**src/rtl/prv32_div_unit_if.sv**
```systemverilog
// Request/response bundle between the EX-stage operand path and the divider.
interface prv32_div_unit_if #(
    parameter int WIDTH = 32
);
    logic             start;
    logic [1:0]       op;
    logic [WIDTH-1:0] a;
    logic [WIDTH-1:0] b;
    logic             flush;
    logic             busy;
    logic             done;
    logic [WIDTH-1:0] result;

    modport master (
        output start, op, a, b, flush,
        input  busy, done, result
    );

    modport slave (
        input  start, op, a, b, flush,
        output busy, done, result
    );
endinterface

```
**src/rtl/prv32_div_unit.sv**
```systemverilog
// Iterative radix-2 restoring divider for RV32M DIV/DIVU/REM/REMU.
// One quotient bit per cycle; divide-by-zero and signed overflow finish in one cycle.
module prv32_div_unit #(
    parameter int WIDTH = 32
) (
    input logic              clk,
    input logic              rst,
    prv32_div_unit_if.slave  bus
);
    localparam int CW = $clog2(WIDTH);
    localparam logic [1:0] IDLE = 2'd0;
    localparam logic [1:0] CALC = 2'd1;
    localparam logic [1:0] DONE = 2'd2;

    logic [1:0]       state;
    logic [1:0]       op_q;
    logic             sign_a, sign_b;
    logic [WIDTH-1:0] divisor, rem, quo, result_q;
    logic [CW-1:0]    count;

    // op[0] selects unsigned, op[1] selects remainder.
    logic             is_signed, neg_a, neg_b, div_zero, ovf;
    logic [WIDTH-1:0] mag_a, mag_b, special_res;

    assign is_signed = ~bus.op[0];
    assign neg_a     = is_signed & bus.a[WIDTH-1];
    assign neg_b     = is_signed & bus.b[WIDTH-1];
    assign mag_a     = neg_a ? -bus.a : bus.a;
    assign mag_b     = neg_b ? -bus.b : bus.b;
    assign div_zero  = (bus.b == '0);
    assign ovf       = is_signed && (bus.a == {1'b1, {(WIDTH-1){1'b0}}}) && (bus.b == '1);

    always_comb begin
        // NOTE: every always_comb output gets a default first so no path can infer a latch.
        special_res = '0;
        if (div_zero)
            special_res = bus.op[1] ? bus.a : '1;
        else if (ovf)
            special_res = bus.op[1] ? '0 : {1'b1, {(WIDTH-1){1'b0}}};
    end

    // The shifted remainder needs WIDTH+1 bits: it may exceed WIDTH bits before subtracting.
    logic [WIDTH:0]   shifted, trial;
    logic [WIDTH-1:0] rem_next, quo_next, final_res;

    assign shifted   = {rem, quo[WIDTH-1]};
    assign trial     = shifted - {1'b0, divisor};
    assign rem_next  = trial[WIDTH] ? shifted[WIDTH-1:0] : trial[WIDTH-1:0];
    assign quo_next  = {quo[WIDTH-2:0], ~trial[WIDTH]};
    assign final_res = op_q[1] ? (sign_a ? -rem_next : rem_next)
                               : ((sign_a ^ sign_b) ? -quo_next : quo_next);

    // NOTE: sequential state uses non-blocking assignments so every flop samples pre-edge values.
    always_ff @(posedge clk or negedge rst) begin
        if (!rst) begin
            state    <= IDLE;
            op_q     <= '0;
            sign_a   <= 1'b0;
            sign_b   <= 1'b0;
            divisor  <= '0;
            rem      <= '0;
            quo      <= '0;
            count    <= '0;
            result_q <= '0;
        end else if (bus.flush) begin
            state <= IDLE;
        end else begin
            case (state)
                IDLE: begin
                    if (bus.start) begin
                        op_q    <= bus.op;
                        sign_a  <= neg_a;
                        sign_b  <= neg_b;
                        divisor <= mag_b;
                        if (div_zero || ovf) begin
                            result_q <= special_res;
                            state    <= DONE;
                        end else begin
                            rem   <= '0;
                            quo   <= mag_a;
                            count <= '0;
                            state <= CALC;
                        end
                    end
                end
                CALC: begin
                    rem   <= rem_next;
                    quo   <= quo_next;
                    count <= count + 1'b1;
                    if (count == CW'(WIDTH-1)) begin
                        result_q <= final_res;
                        state    <= DONE;
                    end
                end
                default: state <= IDLE;
            endcase
        end
    end

    assign bus.busy   = (state != IDLE);
    assign bus.done   = (state == DONE);
    assign bus.result = result_q;
endmodule
```
**src/flat_wrapper.sv**
```systemverilog
// flat-port wrapper written by rule: the top's interface ports become plain ports
module prv32_div_unit_flat 
#(
    parameter int WIDTH = 32
)
  (clk, rst, bus_start, bus_op, bus_a, bus_b, bus_flush, bus_busy, bus_done, bus_result);
  prv32_div_unit_if #(.WIDTH(WIDTH)) bus_i ();
  input logic clk;
  input logic rst;
  input wire logic [$bits(bus_i.start)-1:0] bus_start;
  input wire logic [$bits(bus_i.op)-1:0] bus_op;
  input wire logic [$bits(bus_i.a)-1:0] bus_a;
  input wire logic [$bits(bus_i.b)-1:0] bus_b;
  input wire logic [$bits(bus_i.flush)-1:0] bus_flush;
  output wire logic [$bits(bus_i.busy)-1:0] bus_busy;
  output wire logic [$bits(bus_i.done)-1:0] bus_done;
  output wire logic [$bits(bus_i.result)-1:0] bus_result;
  assign bus_i.start = bus_start;
  assign bus_i.op = bus_op;
  assign bus_i.a = bus_a;
  assign bus_i.b = bus_b;
  assign bus_i.flush = bus_flush;
  assign bus_busy = bus_i.busy;
  assign bus_done = bus_i.done;
  assign bus_result = bus_i.result;
  prv32_div_unit #(.WIDTH(WIDTH)) u_core (.clk(clk), .rst(rst), .bus(bus_i));
endmodule
```
**config.mk**
```make
export PLATFORM = sky130hd
export DESIGN_NAME = prv32_div_unit_flat
export DESIGN_NICKNAME = d
export VERILOG_FILES = /design/src/rtl/prv32_div_unit_if.sv /design/src/rtl/prv32_div_unit.sv /design/src/flat_wrapper.sv
export SDC_FILE = /design/constraint.sdc
export NUM_CORES = 1
export LEC_CHECK = 0
export BUFFER_PORTS_ARGS = -buffer_cell sky130_fd_sc_hd__buf_2
export CORE_MARGIN = 3
export CORE_UTILIZATION = 30
export CTS_BUF_LIST = sky130_fd_sc_hd__clkbuf_2
export DETAILED_ROUTE_END_ITERATION = 7
export GPL_ROUTABILITY_DRIVEN = 0
export GPL_TIMING_DRIVEN = 0
export PLACE_DENSITY_LB_ADDON = 0.25
export SLEW_MARGIN = 20
export SYNTH_ARGS = -nofsm -noshare
export SYNTH_HDL_FRONTEND = slang
export SYNTH_SLANG_ARGS = --single-unit
```
**constraint.sdc**
```tcl
create_clock -name clk -period 5.4 [get_ports clk]
set_input_delay 1.08 -clock clk [delete_from_list [all_inputs] [get_ports clk]]
set_output_delay 1.08 -clock clk [all_outputs]
set_load 0.02 [all_outputs]
```
==> flow_summary.toml <==
[clock_tree]
cts.sinks = 138
cts_buffers = 17
cts_hold_buffers = 0
clk_latency_ps = 790
cts_tree = "yes"
htree_levels = 4
clk_pin_slew_ps = 270
clockBufferDepth = 2
root_buffer = "clkbuf_2"

[placed_design]
dpl_cell_area_sq_um = 12300
placed_cells = 1995
dp_hpwl_um = 32000
dp_slack_ps = -1260
portBuffers = 103

[floorplan]
ios = 104
die_area_sq_um = 39400
core_sq_um = 36000
start_util_pct = 30.9
rows = 69
die_h_um = 198
die_x_um = 198

[setup_path]
worstSetupPathType = "reg2reg"
worstPathMaxFanout = 10
crit_arrival_ps = 5880
r2r_cells = 20
reg2reg_to = "u_core.bus.result[22]"
endpoint = "u_core.bus.result[22]"
worst-endpoint-required_ps = 6080
endpoint_kind = "register"
r2r_slack_ps = 200
startpoint = "u_core.quo[31]"
reg2reg_from = "u_core.quo[31]"
start_kind = "register"

[synth]
avgSynthCellArea_sq_um = 7.78
synth.distinct_cells = 65
async_flop_share_pct = 100
ys_top_cells_by_area = "dfrtp_1, o21ai_0, nand2_1, xor2_1, xnor2_1"
ys_seq_area_share_pct = 31.1
yosysTopAreaCell = "dfrtp_1"
ys_warn_count = 0
synth.cell_area_sq_um = 11100
ys_ff_latch = 138
synth_top_flop_cell = "dfrtp_1"
synth_top_area_share_pct = 31.1
synth_edf_count = 0
synth_nets = 1539
synth_cells = 1429

[timing]
fmax_mhz = 192
post-route-min-period_ps = 5200
clock_skew_ps = 53.2
holdWs_ps = 242
setup_viol = 0
worstMarginPinSlew_ps = 1090
fin_ws_ps = 195
rsz0062_at_grt = "true"
period_share_pct = 96.4
fin_tns_setup_ps = 0
maxSlewHeadroom_pct = 26.5
maxSlewViolCount = 0
hold_violations = 0

[route]
ant_nets = 0
first_iter_violations = 907
drc_errors = 0
firstDrtPassIters = 5
totalWireLength_um = 40700
vias = 11333
viasPerCell = 5.58
avgRoutedWirePerCell_um = 20.0

[layout]
final_cells = 2031
finish.net_count = 1666
mostFrequentLayoutCells = "nand2_1, o21ai_0, dfrtp_1"
n_fill_cell = 3796
final_util_pct = 34.9
fin_area_sq_um = 12500
layout_commonest_cell = "nand2_1"
syn_to_final_growth_pct = 12.9
drive_above_1_share_pct = 11.6

[flow_run]
max_cap_violations = 0

[min_path]
hp-class = "in2async"

[power]
irDropWorstVdd_mv = 0.174
power_density_nw_per_um2 = 405
power.leakage_nw = 5.31
power_mw = 5.08

[grt]
grt_pass1_vias = 10884
grt-ovfl-total = 0
grt_max_degree = 72
antenna_found_initial = 2
grt_first_pass_wirelength_um = 62600
grt_usage_pct = 20.4

[run_status]
outcome = "complete, no violations"
[synthesized netlist by cell type, drive strengths merged, types with 4 or more instances]
cell type and count:
a31o 4, a21oi 106, or4 15, dfrtp 138
nor2 111, o41ai 14, o211ai 25, buf 15
mux2i 35, nor2b 10, inv 56, xnor2 63
mux2 6, and2 4, nand2 201, nand3b 4
ha 39, o31ai 24, a22o 6, a31oi 24
a21o 16, a211oi 7, clkbuf 58, nand4 12
and3 8, o21a 6, nor4 11, or2 4
nand3 13, nor3 27, o21ai 197, a221oi 4
or3 17, o21bai 7, nand2b 25, xor2 81
[metal layers]
layer,up-vias,global-route usage (%),routed length (um)
li1,5359,-,-
met1,5496,27.8,18200
met2,404,33.5,18800
met3,72,2.69,2320
met4,2,6.90,1350
met5,-,0,13
[timing repair]
item,in CTS,in global routing
setup endpoints to repair,42,7
pin swaps,1,0
buffers inserted,1,3
gates resized for setup,8,4
[state kept, by name, indices dropped and copies added, names as in the netlist]
name / flops
u_core.state: 2
u_core.quo: 32
u_core.op_q: 1
u_core.rem: 32
u_core.sign_a: 1
u_core.sign_b: 1
u_core.bus.result: 32
u_core.count: 5
u_core.divisor: 32
[critical path: stages, from the launching register on]
cell	delay, ps
dfrtp_1	390
inv_1	80
ha_1	240
fa_1	410
nand2b_1	180
a21oi_1	220
o22ai_1	210
o21ai_2	290
a21oi_1	150
xnor2_1	240
inv_2	100
clkbuf_4	220
a21oi_1	280
ha_2	290
nand4b_1	110
mux2_2	340
a21o_1	270
or4b_2	690
nand2_1	100
xnor2_1	170
o21ai_0	130
[logic make-up (layout without fill, tap and decap cells)]
logic type | after synthesis | after routing | synth area share (%)
other | 0 | 1 | 0
adders and majority gates | 40 | 40 | 4.57
buffers and inverters | 129 | 269 | 4.55
xor gates and xnor gates | 144 | 144 | 11.3
DFF | 138 | 138 | 31.1
muxes | 41 | 41 | 3.76
and+or+nand+nor | 470 | 470 | 19.6
AOI/OAI and AO/OA | 467 | 467 | 25.1
[cell type report]
class	instances	area [sq um]	area share [%]
Antenna cell	1	2.50	0.0199
Buffer	72	299	2.38
Clock buffer	18	90.1	0.718
Clock inverter	14	149	1.19
Inverter	56	210	1.68
Multi-Input combinational cell	1162	7180	57.2
Sequential cell	138	3450	27.5
Tap cell	461	577	4.60
Timing Repair Buffer	109	588	4.69
[worst min path at each step]
stage	start	end	cells past startpoint
floorplan	u_core.divisor[10]	u_core.divisor[10]	2
global placement	u_core.bus.result[17]	u_core.bus.result[17]	2
detailed placement	u_core.divisor[15]	u_core.divisor[15]	2
CTS	rst	u_core.bus.result[5]	1
global route	rst	u_core.divisor[7]	1
finish	rst	u_core.bus.result[5]	1
[where the power goes]
part | switching, mW | internal (mW) | total (mW)
Sequential | 0.195 | 1.19 | 1.39
Combinational | 1.89 | 1.13 | 3.02
Clock | 0.452 | 0.216 | 0.668
(Power assumes the default switching activity.)
